==> src/rtl/adder_share_arbiter.sv <==
// adder_share_arbiter: round-robin sharing of one 16-bit adder across NREQ requesters.
// Optional ADDER_SUB_EN adds per-request subtract (req_sub/res_sub).
module sixteenbit_adder (
  input  logic [15:0] a,
  input  logic [15:0] b,
  input  logic        c_in,
  output logic [15:0] sum,
  output logic        c_out
);
  assign {c_out, sum} = {1'b0, a} + {1'b0, b} + {16'd0, c_in};
endmodule

module adder_share_arbiter #(
  parameter int NREQ = 4,
  parameter int ID_W = 2
) (
  input  logic                 clk,
  input  logic                 rst_n,
  input  logic [NREQ-1:0]      req_valid,
  input  logic [NREQ*16-1:0]   req_a,
  input  logic [NREQ*16-1:0]   req_b,
  input  logic [NREQ-1:0]      req_cin,
  output logic [NREQ-1:0]      req_ready,
`ifdef ADDER_SUB_EN
  input  logic [NREQ-1:0]      req_sub,
  output logic                 res_sub,
`endif
  output logic                 res_valid,
  input  logic                 res_ready,
  output logic [15:0]          res_sum,
  output logic                 res_cout,
  output logic [ID_W-1:0]      res_id
);
  localparam int IW = ID_W + 1;
  logic            can_issue, any_v, grant, sub, c_in, c_out;
  logic [IW-1:0]   idx;
  logic [ID_W-1:0] gid;
  logic [15:0]     op_a, op_b, sum;
  logic            res_valid_q, res_valid_d, res_cout_q, res_cout_d;
  logic [15:0]     res_sum_q, res_sum_d;
  logic [ID_W-1:0] res_id_q, res_id_d, rr_q, rr_d;
`ifdef ADDER_SUB_EN
  logic            res_sub_q, res_sub_d;
`endif

  // Scan downward so the lowest circular offset from rr_q wins.
  always_comb begin
    idx = '0;
    gid = '0;
    any_v = 1'b0;
    for (int k = NREQ - 1; k >= 0; k--) begin
      idx = {1'b0, rr_q} + IW'(k);
      idx = (idx >= IW'(NREQ)) ? idx - IW'(NREQ) : idx;
      if (req_valid[idx[ID_W-1:0]]) begin
        gid = idx[ID_W-1:0];
        any_v = 1'b1;
      end
    end
  end

  assign can_issue = !res_valid_q || res_ready;
  assign grant     = rst_n && can_issue && any_v;
  assign req_ready = grant ? NREQ'(1) << gid : '0;

`ifdef ADDER_SUB_EN
  assign sub = req_sub[gid];
`else
  assign sub = 1'b0;
`endif
  assign op_a = req_a[16*gid +: 16];
  assign op_b = sub ? ~req_b[16*gid +: 16] : req_b[16*gid +: 16];
  assign c_in = sub || req_cin[gid];

  sixteenbit_adder u_add (.a(op_a), .b(op_b), .c_in(c_in), .sum(sum), .c_out(c_out));

  always_comb begin
    res_valid_d = grant || (res_valid_q && !res_ready);
    res_sum_d   = grant ? sum : res_sum_q;
    res_cout_d  = grant ? c_out : res_cout_q;
    res_id_d    = grant ? gid : res_id_q;
    rr_d        = grant ? ((gid == ID_W'(NREQ - 1)) ? '0 : gid + 1'b1) : rr_q;
`ifdef ADDER_SUB_EN
    res_sub_d   = grant ? sub : res_sub_q;
`endif
  end

  always_ff @(posedge clk) begin
    if (!rst_n) begin
      res_valid_q <= 1'b0;
      res_sum_q   <= '0;
      res_cout_q  <= 1'b0;
      res_id_q    <= '0;
      rr_q        <= '0;
`ifdef ADDER_SUB_EN
      res_sub_q   <= 1'b0;
`endif
    end else begin
      res_valid_q <= res_valid_d;
      res_sum_q   <= res_sum_d;
      res_cout_q  <= res_cout_d;
      res_id_q    <= res_id_d;
      rr_q        <= rr_d;
`ifdef ADDER_SUB_EN
      res_sub_q   <= res_sub_d;
`endif
    end
  end

  assign res_valid = res_valid_q;
  assign res_sum   = res_sum_q;
  assign res_cout  = res_cout_q;
  assign res_id    = res_id_q;
`ifdef ADDER_SUB_EN
  assign res_sub   = res_sub_q;
`endif
endmodule

==> config.mk <==
export PLATFORM = sky130hd
export DESIGN_NAME = adder_share_arbiter
export DESIGN_NICKNAME = d
export VERILOG_FILES = /design/src/rtl/adder_share_arbiter.sv
export SDC_FILE = /design/constraint.sdc
export NUM_CORES = 1
export LEC_CHECK = 0
export CELL_PAD_IN_SITES_DETAIL_PLACEMENT = 1
export CELL_PAD_IN_SITES_GLOBAL_PLACEMENT = 1
export CORE_UTILIZATION = 27
export CTS_CLUSTER_DIAMETER = 50
export DETAILED_ROUTE_END_ITERATION = 10
export GPL_ROUTABILITY_DRIVEN = 0
export GPL_TIMING_DRIVEN = 1
export PLACE_DENSITY_LB_ADDON = 0.1
export SYNTH_ARGS = -nofsm -noshare
export SYNTH_HDL_FRONTEND = slang
export SYNTH_SLANG_ARGS = --single-unit
==> constraint.sdc <==
create_clock -name clk -period 10.8 [get_ports clk]
set_input_delay 2.16 -clock clk [delete_from_list [all_inputs] [get_ports clk]]
set_output_delay 2.16 -clock clk [all_outputs]
set_load 0.005 [all_outputs]
==> results_tabular.tex <==
\begin{tabular}{lr}
\hline
Metric & Value \\
\hline
\multicolumn{2}{l}{\textbf{Run status}} \\
\quad Run status & finished, final reports clean \\
\multicolumn{2}{l}{\textbf{Finish}} \\
\quad Layout overhead on the synthesized area & 64.32\% \\
\quad Ratio of cells with drive above 1 in the final layout & 0.02641 \\
\quad Net total in the final layout & 730 \\
\quad Final design area excluding fillers & approximately 4400 µm² \\
\quad Number of diodes & 0 \\
\quad Filler Cells Inserted & 1269 \\
\quad Register cell area after layout & $\sim$440 µm² \\
\quad Total area of multi-input combinational cells & roughly 2100 µm² \\
\multicolumn{2}{l}{\textbf{Timing}} \\
\quad RSZ-0062 raised after global routing & false \\
\quad Final hold viol count & 0 \\
\quad Final worst path period need & between 7 and 8 ns \\
\quad Final hold slack & 0.4654 ns \\
\quad Max Transition Viols Final & 0 \\
\quad Achievable frequency & roughly 140 MHz \\
\quad Setup TNS Final & 0 ns \\
\quad Layout Skew & about 0.001 ns \\
\quad Portion of the clock cycle consumed by the worst path in the final layout & 0.6798 \\
\quad Transition at the pin with the smallest max-transition slack & approximately 1.1 ns \\
\quad Worst slew slack as a fraction of its limit & 0.2970 \\
\quad Final-report setup violation count & 0 \\
\multicolumn{2}{l}{\textbf{Synthesis}} \\
\quad Post-synthesis cell count & 428 \\
\quad Main flop type after synthesis & sky130\_fd\_sc\_hd\_\_dfxtp\_1 \\
\quad Net count of the mapped netlist & about 590 \\
\quad Unique cell type count in the Yosys netlist & between 50 and 60 \\
\quad Synthesized area & between 2000 and 3000 µm² \\
\quad Mean instance size in the synthesized netlist & $\sim$6.3 µm² \\
\quad Count of yosys warnings during synthesis & 0 \\
\quad Number of flip-flops and latches in the synthesized netlist & 22 \\
\quad Async set-reset flop share out of synthesis & 0 \\
\quad Number of enable-type register cells in the synthesized netlist & 0 \\
\quad Sequential share of the synthesized area & 0.1631 \\
\multicolumn{2}{l}{\textbf{Floorplanning}} \\
\quad Floorplan core area & between 9000 and 10000 µm² \\
\quad Row count & 36 \\
\quad I/O pin count & 163 \\
\quad Initial standard-cell utilization of the core & 0.2775 \\
\quad Vertical extent of the die & 102 µm \\
\quad Die W & between 100 and 150 µm \\
\quad Area of the die & approximately 10000 µm² \\
\multicolumn{2}{l}{\textbf{Worst setup path}} \\
\quad Top fanout value on the critical path & 69 \\
\quad Critical path's largest stage delay & 0.53 ns \\
\quad Largest delay share family, worst path & buffers and inverters \\
\quad Worst endpoint data arrival time & between 5 and 6 ns \\
\quad Sequence of cells on the critical path & clkdlybuf4s50\_1 > nor2b\_1 > o21ba\_1 > a211o\_2 > buf\_4 > inv\_2 > buf\_4 > ha\_1 > and2\_1 > clkdlybuf4s50\_1 \\
\quad Worst setup EP type & output pin \\
\quad Buf+Inv Stages, Crit Path & 5 \\
\quad Worst setup SP type & primary input \\
\quad Data required, critical path & 8.64 ns \\
\quad Standard cell with the maximum stage delay on the critical path & sky130\_fd\_sc\_hd\_\_buf\_4 \\
\quad Critical path class & in -> out \\
\multicolumn{2}{l}{\textbf{GRT}} \\
\quad Overall routing resource usage & 0.2020 \\
\quad Maximum number of pins on one net before global-route repair & 70 \\
\quad First-pass GRT wire length & roughly 17 mm \\
\quad Overflow left after global routing & 0 \\
\quad Met3 Usage GRT & 0.01642 \\
\quad Vias in the first global route & 3537 \\
\quad Met2 capacity usage during global routing & 0.3526 \\
\quad Antenna violations before repair & 0 \\
\quad Most used routing layer & met2 \\
\quad Met1 layer usage reported by global route & 0.2717 \\
\multicolumn{2}{l}{\textbf{Pwr}} \\
\quad Clock network fraction of total power & 0.062 \\
\quad Sequential power share & 0.156 \\
\quad Standby leakage power & 1.876 nW \\
\quad Gate power share & 0.782 \\
\quad Reported net switching power & between 300 and 400 µW \\
\quad P\_int & 429.7 µW \\
\quad Maximum vdd drop & $\sim$0.06 mV \\
\quad Cell area power density & between 150 and 200 nW/µm² \\
\quad Switching power share of the total & 0.4639 \\
\multicolumn{2}{l}{\textbf{Drt}} \\
\quad Drc violations & 0 \\
\quad Total iterations of the first detailed-routing run & 4 \\
\quad Via Count & approximately 3500 \\
\quad Detailed Route WL & 10.28 mm \\
\quad Number of DRC markers after the initial detailed-route iteration & 85 \\
\quad Final antenna-violating net count & 0 \\
\quad Average via count per standard cell & roughly 4.9 \\
\quad Drt wl/cell & approximately 15 µm \\
\multicolumn{2}{l}{\textbf{Min path}} \\
\quad Path category of the worst min-delay check & reg -> reg \\
\multicolumn{2}{l}{\textbf{Placed design}} \\
\quad DPL Wire Length & approximately 8.4 mm \\
\quad Cell area reported after detailed placement & 4395 µm² \\
\quad Port Buffers & between 150 and 200 \\
\multicolumn{2}{l}{\textbf{Clock network}} \\
\quad Number of buffers added by the clock tree synthesis step & 3 \\
\quad Number of buffers added for setup after CTS & 0 \\
\quad Clock latency of the later-clocked register in the worst-skew pair & roughly 0.26 ns \\
\quad Clock-pin slew of the registers on the worst-case setup and hold paths & 0.07 ns \\
\quad Number of clock sinks seen by CTS & 22 \\
\quad Max Root-Sink Buffers & 2 \\
\quad CTS Hold Buffers Added & 0 \\
\quad Cell chosen for the clock root & sky130\_fd\_sc\_hd\_\_clkbuf\_8 \\
\quad Clock tree from TritonCTS & yes \\
\quad Post-cts resize count & 0 \\
\quad H-tree depth & 1 \\
\multicolumn{2}{l}{\textbf{Run}} \\
\quad Count of maximum capacitance violations & 0 \\
\hline
\end{tabular}
[state kept, by name (all words and copies together) (netlist names)]
signal / cells
res_cout: 1
res_id: 2
res_sum: 16
res_valid: 1
rr_q: 2
[kinds of logic (layout without fill, tap and decap cells)]
family	after synthesis	count (layout)	share of synthesized area
AO/OA/AOI/OAI	95	95	0.2303
XOR/XNOR	9	9	0.02919
adder cells (fa/ha/maj)	21	21	0.1029
buffers and inverters	37	177	0.05931
flip-flops	22	22	0.1631
AND/OR/NAND/NOR	244	244	0.4152
[power groups by stage]
stage | logic, mW | clock network [mW] | registers [mW]
6_report | 0.627 | 0.0496 | 0.125
4_1_cts | 0.631 | 0.0520 | 0.126
5_1_grt | 0.702 | 0.0548 | 0.129
3_3_place_gp | 0.612 | 0 | 0.126
3_5_place_dp | 0.628 | 0 | 0.128
2_1_floorplan | 0.412 | 0 | 0.127
[worst min-delay path, stage by stage (launching register included)]
cell and delay (ns):
sky130_fd_sc_hd__dfxtp_1 0.31, sky130_fd_sc_hd__nand2_1 0.05, sky130_fd_sc_hd__a21oi_1 0.05
[Yosys cell counts (2+ instances only)]
master	instances	area share
sky130_fd_sc_hd__o31ai_1	4	0.011
sky130_fd_sc_hd__a21o_1	6	0.017
sky130_fd_sc_hd__o22ai_1	2	0.0046
sky130_fd_sc_hd__buf_2	8	0.015
sky130_fd_sc_hd__nor2b_1	3	0.0070
sky130_fd_sc_hd__xor2_1	4	0.013
sky130_fd_sc_hd__xnor2_1	5	0.016
sky130_fd_sc_hd__ha_1	19	0.088
sky130_fd_sc_hd__nand2_1	138	0.19
sky130_fd_sc_hd__a211oi_1	4	0.011
sky130_fd_sc_hd__nor2_1	21	0.029
sky130_fd_sc_hd__and2_1	6	0.014
sky130_fd_sc_hd__o21ai_0	4	0.0074
sky130_fd_sc_hd__o21ai_1	13	0.024
sky130_fd_sc_hd__a21oi_1	12	0.022
sky130_fd_sc_hd__or3_1	2	0.0046
sky130_fd_sc_hd__a31oi_1	32	0.074
sky130_fd_sc_hd__nand3_1	26	0.048
sky130_fd_sc_hd__o21a_1	5	0.014
sky130_fd_sc_hd__a211o_1	2	0.0065
sky130_fd_sc_hd__fa_1	2	0.015
sky130_fd_sc_hd__and3_1	28	0.065
sky130_fd_sc_hd__clkbuf_1	18	0.025
sky130_fd_sc_hd__inv_1	7	0.0097
sky130_fd_sc_hd__dfxtp_1	22	0.16
sky130_fd_sc_hd__nor3_1	4	0.0074
sky130_fd_sc_hd__nand2b_1	5	0.012
[layout by cell type (no fill, tap or decap), types with 6 or more instances in the layout]
cell,instances
sky130_fd_sc_hd__dfxtp_1,22
sky130_fd_sc_hd__nand3_1,26
sky130_fd_sc_hd__a21oi_1,12
sky130_fd_sc_hd__inv_1,7
sky130_fd_sc_hd__and3_1,28
sky130_fd_sc_hd__nor2_1,21
sky130_fd_sc_hd__and2_1,6
sky130_fd_sc_hd__ha_1,19
sky130_fd_sc_hd__clkdlybuf4s50_1,162
sky130_fd_sc_hd__a31oi_1,32
sky130_fd_sc_hd__nand2_1,138
sky130_fd_sc_hd__a21o_1,6
sky130_fd_sc_hd__o21ai_1,13
[final timing paths]
| check | slack, ns | to | from | depth (start not counted) |
|---|---|---|---|---|
| max | 3.46 | req_ready[3] | req_valid[0] | 10 |
| min | 0.47 | res_id[0]$_SDFFE_PN0P_ | res_id[0]$_SDFFE_PN0P_ | 2 |
| max reg2reg | 6.09 | res_sum[12]$_SDFFE_PN0P_ | rr_q[0]$_SDFFE_PN0P_ | 17 |
| min reg2reg | 0.47 | res_id[0]$_SDFFE_PN0P_ | res_id[0]$_SDFFE_PN0P_ | 2 |
[routing by layer]
metal / vias to the layer above / share of wire
li1: 1778 / -
met1: 1584 / 0.49
met2: 100 / 0.47
met3: 6 / 0.042
met4: 0 / 0.0072
met5: - / 0
[metrics by stage]
stage | util | instances | setup WS (ns) | power, mW
after floorplan | - | 428 | 5.160 | 0.5384
after global placement | 0.4518 | 698 | 3.455 | 0.7387
after detailed placement | 0.4518 | 698 | 3.396 | 0.7561
after CTS | 0.4560 | 701 | 3.382 | 0.8091
after global routing | 0.4560 | 701 | 3.204 | 0.8859
final | 0.4560 | 701 | 3.458 | 0.8015
[final cells by class]
cell class	instances	share of cell area
clock buffer	3	0.009306
inverter	8	0.006768
timing repair buffer	166	0.3722
sequential	22	0.09927
tap	133	0.03751
multi-input combinational	369	0.4749
Note: power is estimated with default switching activity, not from simulation.
